[config.mk]
export PLATFORM = sky130hd
export DESIGN_NAME = memory_stage
export DESIGN_NICKNAME = d
export VERILOG_FILES = /design/src/rtl/common.sv /design/src/rtl/mem_align.sv /design/src/rtl/memory_stage.sv
export SDC_FILE = /design/constraint.sdc
export NUM_CORES = 1
export LEC_CHECK = 0
export ABC_AREA = 1
export BUFFER_PORTS_ARGS = -buffer_cell sky130_fd_sc_hd__buf_2
export CORE_AREA = 2 2 277 279
export DETAILED_ROUTE_END_ITERATION = 10
export DIE_AREA = 0 0 279 281
export PLACE_DENSITY = 0.32
export SYNTH_ARGS = -nofsm -noshare
export SYNTH_HDL_FRONTEND = slang
export SYNTH_SLANG_ARGS = --single-unit
[constraint.sdc]
create_clock -name clk -period 2.1 [get_ports clk]
set_clock_uncertainty 0.1 [all_clocks]
set_input_delay 0.21 -clock clk [delete_from_list [all_inputs] [get_ports clk]]
set_output_delay 0.21 -clock clk [all_outputs]
set_load 0.02 [all_outputs]
[src/rtl/common.sv]
// common: shared types for the pipeline stages.
//   word_t / u64        64-bit datapath word
//   decoded_op_t        decoded instruction op, including the load/store ops
//   execute_data_t      bundle from execute into the MEM stage
//   memory_data_t       bundle from the MEM stage into writeback
//   dbus_req_t/_resp_t  data bus handshake (valid/addr_ok/data_ok)
//   mem_state_t         MEM stage handshake FSM states
package common;

    typedef logic [63:0] u64;
    typedef u64          word_t;
    typedef logic [63:0] addr_t;
    typedef logic [4:0]  creg_addr_t;
    typedef logic [11:0] csr_addr_t;
    typedef logic [7:0]  strobe_t;

    typedef enum logic [4:0] {
        UNKNOWN, ALU, ADDI, LUI, BRANCH, JAL, CSR,
        LB, LH, LW, LD, LBU, LHU, LWU,
        SB, SH, SW, SD
    } decoded_op_t;

    typedef enum logic [3:0] {
        ALU_ADD, ALU_SUB, ALU_AND, ALU_OR, ALU_XOR,
        ALU_SLL, ALU_SRL, ALU_SRA, ALU_SLT, ALU_SLTU
    } alufunc_t;

    typedef struct packed {
        decoded_op_t op;
        alufunc_t    alufunc;
        logic        regwrite;
    } control_t;

    typedef struct packed {
        u64         pc;
        control_t   ctl;
        creg_addr_t dst;
        addr_t      mem_addr;
        word_t      result;      // ALU result, or store data for S* ops
        csr_addr_t  csr_addr;
        word_t      csr_result;
    } execute_data_t;

    typedef struct packed {
        u64         pc;
        control_t   ctl;
        creg_addr_t dst;
        word_t      result;      // value to write back
        csr_addr_t  csr_addr;
        word_t      csr_result;
    } memory_data_t;

    typedef enum logic [1:0] {
        MSIZE1, MSIZE2, MSIZE4, MSIZE8
    } msize_t;

    typedef struct packed {
        logic    valid;
        addr_t   addr;
        msize_t  size;
        strobe_t strobe;
        word_t   data;
    } dbus_req_t;

    typedef struct packed {
        logic  addr_ok;
        logic  data_ok;
        word_t data;
    } dbus_resp_t;

    typedef enum logic [1:0] {
        IDLE, WAIT, DONE
    } mem_state_t;

    function automatic logic isMemOp(input decoded_op_t op);
        return op inside {LB, LH, LW, LD, LBU, LHU, LWU, SB, SH, SW, SD};
    endfunction

endpackage

[src/rtl/mem_align.sv]
// mem_align: combinational byte-lane formatting for the MEM stage.
//   op        decoded op (non-memory ops give size MSIZE1, no strobe, no misalign)
//   addrLow   mem_addr[2:0], byte offset within the 64-bit bus word
//   storeIn   raw store data (low bytes significant)
//   loadIn    raw bus read word
//   size      access size for the bus request
//   strobe    byte-enable for stores, zero for loads
//   storeData storeIn moved to its byte lane
//   loadData  loadIn moved down from its byte lane, truncated and extended
//   misalign  offset is not a multiple of the access size
//   isLoad    op is a load
//   isStore   op is a store
module mem_align
    import common::*;
(
    input  decoded_op_t op,
    input  logic [2:0]  addrLow,
    input  word_t       storeIn,
    input  word_t       loadIn,
    output msize_t      size,
    output strobe_t     strobe,
    output word_t       storeData,
    output word_t       loadData,
    output logic        misalign,
    output logic        isLoad,
    output logic        isStore
);

    logic    signExt;
    strobe_t byteMask;
    word_t   shifted;
    logic [5:0] bitOffset;

    assign bitOffset = {addrLow, 3'b000};

    always_comb begin
        size    = MSIZE1;
        isLoad  = 1'b0;
        isStore = 1'b0;
        signExt = 1'b0;
        case (op)
            LB:  begin size = MSIZE1; isLoad = 1'b1; signExt = 1'b1; end
            LH:  begin size = MSIZE2; isLoad = 1'b1; signExt = 1'b1; end
            LW:  begin size = MSIZE4; isLoad = 1'b1; signExt = 1'b1; end
            LD:  begin size = MSIZE8; isLoad = 1'b1; end
            LBU: begin size = MSIZE1; isLoad = 1'b1; end
            LHU: begin size = MSIZE2; isLoad = 1'b1; end
            LWU: begin size = MSIZE4; isLoad = 1'b1; end
            SB:  begin size = MSIZE1; isStore = 1'b1; end
            SH:  begin size = MSIZE2; isStore = 1'b1; end
            SW:  begin size = MSIZE4; isStore = 1'b1; end
            SD:  begin size = MSIZE8; isStore = 1'b1; end
            default: ;
        endcase
    end

    always_comb begin
        byteMask = 8'h01;
        misalign = 1'b0;
        case (size)
            MSIZE1: begin byteMask = 8'h01; misalign = 1'b0;          end
            MSIZE2: begin byteMask = 8'h03; misalign = addrLow[0];    end
            MSIZE4: begin byteMask = 8'h0F; misalign = |addrLow[1:0]; end
            MSIZE8: begin byteMask = 8'hFF; misalign = |addrLow;      end
            default: ;
        endcase
    end

    assign strobe    = isStore ? strobe_t'(byteMask << addrLow) : '0;
    assign storeData = storeIn << bitOffset;
    assign shifted   = loadIn >> bitOffset;

    always_comb begin
        loadData = shifted;
        case (size)
            MSIZE1: loadData = signExt ? {{56{shifted[7]}}, shifted[7:0]}
                                       : {56'b0, shifted[7:0]};
            MSIZE2: loadData = signExt ? {{48{shifted[15]}}, shifted[15:0]}
                                       : {48'b0, shifted[15:0]};
            MSIZE4: loadData = signExt ? {{32{shifted[31]}}, shifted[31:0]}
                                       : {32'b0, shifted[31:0]};
            MSIZE8: loadData = shifted;
            default: ;
        endcase
    end

endmodule

[src/rtl/memory_stage.sv]
// memory_stage: pipeline MEM stage between execute and writeback.
//   clk, reset  clock, synchronous active-high reset
//   dataE       execute bundle; held stable by upstream while stallM=1
//   validE      dataE carries a real instruction
//   dreq        data bus request (valid until addr_ok, then dropped)
//   dresp       data bus response (addr_ok, data_ok, read data)
//   dataM       writeback bundle
//   validM      dataM valid this cycle
//   stallM      hold all upstream stage registers
//   misalignM   memory op is misaligned; completes without a bus access
// Non-memory ops pass through combinationally. A memory op stalls in IDLE/WAIT
// until data_ok, then spends one cycle in DONE presenting the result.
module memory_stage
    import common::*;
(
    input  logic          clk,
    input  logic          reset,
    input  execute_data_t dataE,
    input  logic          validE,
    output dbus_req_t     dreq,
    input  dbus_resp_t    dresp,
    output memory_data_t  dataM,
    output logic          validM,
    output logic          stallM,
    output logic          misalignM
);

    mem_state_t state;
    logic       addrSeen;   // addr_ok already taken for the outstanding request
    word_t      loadQ;

    msize_t  size;
    strobe_t strobe;
    word_t   storeData;
    word_t   loadData;
    logic    misalign;
    logic    isLoad;
    logic    isStore;
    logic    memOp;
    logic    memReq;

    mem_align u_align (
        .op       (dataE.ctl.op),
        .addrLow  (dataE.mem_addr[2:0]),
        .storeIn  (dataE.result),
        .loadIn   (dresp.data),
        .size     (size),
        .strobe   (strobe),
        .storeData(storeData),
        .loadData (loadData),
        .misalign (misalign),
        .isLoad   (isLoad),
        .isStore  (isStore)
    );

    assign memOp  = validE && isMemOp(dataE.ctl.op);
    assign memReq = memOp && !misalign;

    always_ff @(posedge clk) begin
        if (reset) begin
            state    <= IDLE;
            addrSeen <= 1'b0;
            loadQ    <= '0;
        end else begin
            case (state)
                IDLE: begin
                    // data_ok without a request of ours is stale and ignored
                    if (memReq) begin
                        if (dresp.data_ok) begin
                            state <= DONE;
                            if (isLoad) loadQ <= loadData;
                        end else begin
                            state    <= WAIT;
                            addrSeen <= dresp.addr_ok;
                        end
                    end
                end
                WAIT: begin
                    if (dresp.addr_ok) addrSeen <= 1'b1;
                    if (dresp.data_ok) begin
                        state <= DONE;
                        if (isLoad) loadQ <= loadData;
                    end
                end
                DONE: begin
                    state    <= IDLE;
                    addrSeen <= 1'b0;
                end
                default: begin
                    state    <= IDLE;
                    addrSeen <= 1'b0;
                end
            endcase
        end
    end

    always_comb begin
        // Request fields come straight from dataE, which upstream holds while stalled.
        dreq.valid  = 1'b0;
        dreq.addr   = dataE.mem_addr;
        dreq.size   = size;
        dreq.strobe = strobe;
        dreq.data   = storeData;

        dataM.pc         = dataE.pc;
        dataM.ctl        = dataE.ctl;
        dataM.dst        = dataE.dst;
        dataM.result     = dataE.result;
        dataM.csr_addr   = dataE.csr_addr;
        dataM.csr_result = dataE.csr_result;

        validM    = 1'b0;
        stallM    = 1'b0;
        misalignM = 1'b0;

        case (state)
            IDLE: begin
                if (memOp && misalign) begin
                    misalignM          = 1'b1;
                    validM             = 1'b1;
                    dataM.ctl.regwrite = 1'b0;
                end else if (memReq) begin
                    dreq.valid = 1'b1;
                    stallM     = 1'b1;
                end else begin
                    validM = validE;
                end
            end
            WAIT: begin
                dreq.valid = !addrSeen;
                stallM     = 1'b1;
            end
            DONE: begin
                validM = 1'b1;
                if (isLoad)  dataM.result       = loadQ;
                if (isStore) dataM.ctl.regwrite = 1'b0;
            end
            default: ;
        endcase
    end

endmodule

Yosys cells after proc, flatten, opt, wreduce, memory -nomap -nowiden
Cells that the tools add are included.
- equal/unequal tests: 20
- shift operators: 3
- multiplexer cells: 37
- reduce and logical (&&, ||, !) cells: 20
- operators by type and width (operator ; number):
    $mux 64 ; 8
    $pmux 64 s4 ; 1
    $pmux 64 s2 ; 1
    $shl 64x6->64 ; 1
    $shr 64x6->64 ; 1
    $eq 5x4->1 const B ; 8
    $pmux 8 s4 ; 1
    $mux 1 ; 14
    $reduce_or 3->1 ; 4
    $reduce_bool 11->1 ; 1
    $eq 5x5->1 const B ; 2
    $pmux 1 s2 ; 5
    $mux 8 ; 1
    $ne 2x2->1 const B ; 4
    $shl 8x3->8 ; 1
    $reduce_or 7->1 ; 1
    $eq 2x2->1 const B ; 3
    $mux 2 ; 3
    $pmux 2 s3 ; 1
    $eq 5x3->1 const B ; 1
    $eq 2x1->1 const B ; 2
    $logic_not 2->1 ; 2
    $pmux 1 s4 ; 1
    $pmux 2 s2 ; 1
    other kinds (7) ; 12
- bits in registers: 67
- input port bits: 352
- output and inout bits: 361
- logic and storage cells: 83

Longest topological paths before layout
- word-level depth: 10
- gate-level depth with buffers: 14
- gate-level depth less buffers: 13

Hierarchy
From an unflattened synthesis, not the netlist that was laid out.
- cell total of the unflattened synthesis: 1466
- area, all modules: 9116.2 um^2
- by module, submodules not included (module ; instances ; cells an instance ; area an instance (um^2) ; seq. area each (um^2)):
    memory_stage ; 1 ; 613 ; 5004.8 ; 1341.3
    mem_align ; 1 ; 853 ; 4111.4 ; 0.0

Worst setup path after synthesis
No wires, ideal clock.
- path kind: input to output
- from: input port dataE[141] (netlist name)
- to: output port dreq[45] (netlist name)
- data arrival time: 1801 ps
- data required time: 1790 ps
- path slack: -11 ps
- cell stages on the path: 8
- path buffers: 5
- cell sequence: buf_2 -> inv_1 -> buf_2 -> buf_2 -> buf_2 -> buf_2 -> nand2_1 -> o21ai_0
- RTL lines (item ; line ; text):
    start, declared ; memory_stage.sv:18 ; input execute_data_t dataE,
    end, declared ; memory_stage.sv:20 ; output dbus_req_t dreq,

==> impl_metrics.env <==
export IMPL_gp_congestion=0.877
export IMPL_timing_fmax_ghz=0.486
export IMPL_finalHoldViolCount=0
export IMPL_cts_root_buffer="clkbuf_16"
export IMPL_synthAdderAreaFrac_pct=0
export IMPL_wl_um=66800
export IMPL_grt_max_degree=60
export IMPL_synth_xor_area_share_pct=0
export IMPL_cp_arrival_ns=1.75
export IMPL_tritoncts="done"
export IMPL_drive_gt1_share_pct=35.2
export IMPL_die_area_um2=78400
export IMPL_period_share_pct=97.9
export IMPL_io_pins=713
export IMPL_synthTopCellsByArea="buf_4 17%, nand2_1 16%, dfxtp_1 14%"
export IMPL_wl_per_cell_um=23.9
export IMPL_dp_hpwl_um=57000
export IMPL_synth_enable_flop_cells=0
export IMPL_vias=11400
export IMPL_synth_top_family_by_area="simple AND/OR/NAND/NOR gates"
export IMPL_yosysUniqueCellTypes=37
export IMPL_register_area_um2=1340
export IMPL_synth_top_area_share_pct=17.4
export IMPL_ys_flop_type="dfxtp_1"
export IMPL_critPathLaunchType="primary input"
export IMPL_setup_viol=0
export IMPL_synthesis_area_um2=9600
export IMPL_grt_total_usage_pct=16.6
export IMPL_clock_latency_ns=0.35
export IMPL_drc_errors=0
export IMPL_drt_initial_drc_count=602
export IMPL_die_width_um=279
export IMPL_num_rows=101
export IMPL_yosysWarningCount=0
export IMPL_design_area_um2=12700
export IMPL_drv_cap=0
export IMPL_yosysMostFrequentCell="nand2_1"
export IMPL_whs_ns=0.216
export IMPL_grt_pass1_vias=12000
export IMPL_n_fill_cell=8825
export IMPL_ir_drop_uv=373
export IMPL_final_cells=2795
export IMPL_clockBufferDepth=2
export IMPL_start_util_pct=12.7
export IMPL_netlist_instances=1641
export IMPL_grt_pass1_wl_um=92600
export IMPL_cts_clk_slew_worst_paths_ns=0.06
export IMPL_fin_crit_ns=2.06
export IMPL_place_area_um2=11800
export IMPL_hp_class="in -> reg"
export IMPL_relSlewSlack_pct=52.7
export IMPL_rsz0062_at_grt="yes"
export IMPL_synth_area_mux_share_pct=7.92
export IMPL_status="complete, no violations"
export IMPL_vias_per_cell=4.08
export IMPL_synthToLayoutAreaGrowth_pct=31.9
export IMPL_critical_path_class="in -> out"
export IMPL_synth_top_cells_by_count="412 x nand2_1, 223 x buf_4, 208 x nor2_1"
export IMPL_antenna_found_initial=18
export IMPL_dp_cells=2760
export IMPL_synth_area_leader_cell="buf_4"
export IMPL_ys_ff_latch=67
export IMPL_max_slew_worst_pin_slew_ns=0.703
export IMPL_dr_pass1_iters=5
export IMPL_cts_made_buffers=9
export IMPL_syn_nets=1993
export IMPL_cts_htree_levels=3
export IMPL_synthSimpleGateAreaFrac_pct=35.9
export IMPL_overflow=0
export IMPL_multiInputGateArea_um2=5870
export IMPL_syn_avg_cell_area_um2=5.85
export IMPL_required_ns=1.79
export IMPL_synth_compound_area_share_pct=15.0
export IMPL_synth_seq_area_share_pct=14.0
export IMPL_nets=2159
export IMPL_p_leak_nw=6.12
export IMPL_cp_max_fo=11
export IMPL_cts_sinks=67
export IMPL_die_y_um=281
export IMPL_ant_nets=0
export IMPL_p_total_mw=5.53
export IMPL_worstSetupEndpointType="output pin"
export IMPL_pwr_density_cell_nw_per_um2=437
export IMPL_slew_viol_final=0
export IMPL_core_um2=75400
export IMPL_portBuffers=292
export IMPL_async_flop_share_pct=0
## power by group
part	total [mW]	internal, mW	switching (mW)
sequential	1.33	1.30	0.0303
combinational	2.62	0.968	1.65
clock	1.58	0.928	0.652
## layout by cell type (no fill, tap or decap), drive strengths merged, types with 2 or more instances in the layout
cell           n
dlygate4sd3    2
bufbuf         2
nand3b         4
o22ai          6
diode          5
o21ai        129
mux2i         22
nand3        182
a31o           2
inv           76
nor2         213
a21oi         93
o22a           2
mux2          48
clkinv         4
buf          490
clkinvlp       2
nand2        417
clkbuf        11
o211ai        20
dfxtp         67
nand4          8
o31ai          6
## repair_timing
item / CTS / global route
hold buffers: 2 / 0
gates cloned: 6 / 1
buffers inserted: 4 / 1
gates resized for setup: 74 / 55
endpoints found under the hold margin: 2 / 0
pin swaps: 3 / 4
endpoints found under the setup margin: 110 / 74
## flip-flops by register name (all words and copies together) (netlist names)
register / flops
addrSeen: 1
state: 2
loadQ: 64
## cell type report
| type | instances | area share [%] |
|---|---|---|
| clock buffer | 9 | 1.78 |
| tap | 978 | 9.66 |
| sequential | 67 | 10.6 |
| antenna | 5 | 0.0988 |
| timing repair buffer | 496 | 28.7 |
| multi-input combinational | 1157 | 46.3 |
| clock inverter | 7 | 0.603 |
| inverter | 76 | 2.27 |
## per-layer routing
layer | routed length [um] | up-vias | GRT usage, %
met5 | 177 | - | 0
met4 | 2290 | 28 | 6.15
met3 | 3420 | 140 | 3.32
met2 | 34900 | 349 | 31.2
met1 | 26000 | 5436 | 18.2
li1 | - | 5463 | -
## logic make-up (layout without fill, tap and decap cells)
| family | Yosys count | count (layout) |
|---|---|---|
| compound gates | 261 | 261 |
| buf+inv | 417 | 588 |
| simple gates | 826 | 826 |
| flops | 67 | 67 |
| mux | 70 | 70 |
| other cells | 0 | 5 |
## final timing paths
path	startpoint	endpoint	slack, ns	cells past startpoint
min	dresp[65]	addrSeen	0.22	5
min reg2reg	loadQ[50]	loadQ[50]	0.39	2
max	dataE[140]	dreq[56]	0.04	8
max reg2reg	state[1]	loadQ[18]	0.37	8
## worst max-delay path, cell delays in order
cell,delay (ns)
buf_12,0.13
buf_12,0.15
bufbuf_16,0.30
o21ai_4,0.22
o21ai_1,0.17
o21ai_0,0.23
buf_4,0.15
buf_2,0.15
## through the flow
| stage | util [%] | setup TNS, ns | worst slack [ns] |
|---|---|---|---|
| after CTS | 16.5 | -0.113 | -0.0183 |
| after global placement | 15.6 | -11.72 | -0.734 |
| final | 16.8 | 0 | 0.0443 |
| after detailed placement | 15.6 | -10.55 | -0.644 |
| after floorplan | - | 0 | 0.00820 |
| after global routing | 16.8 | -0.0364 | -0.0216 |
(Power assumes the default switching activity.)
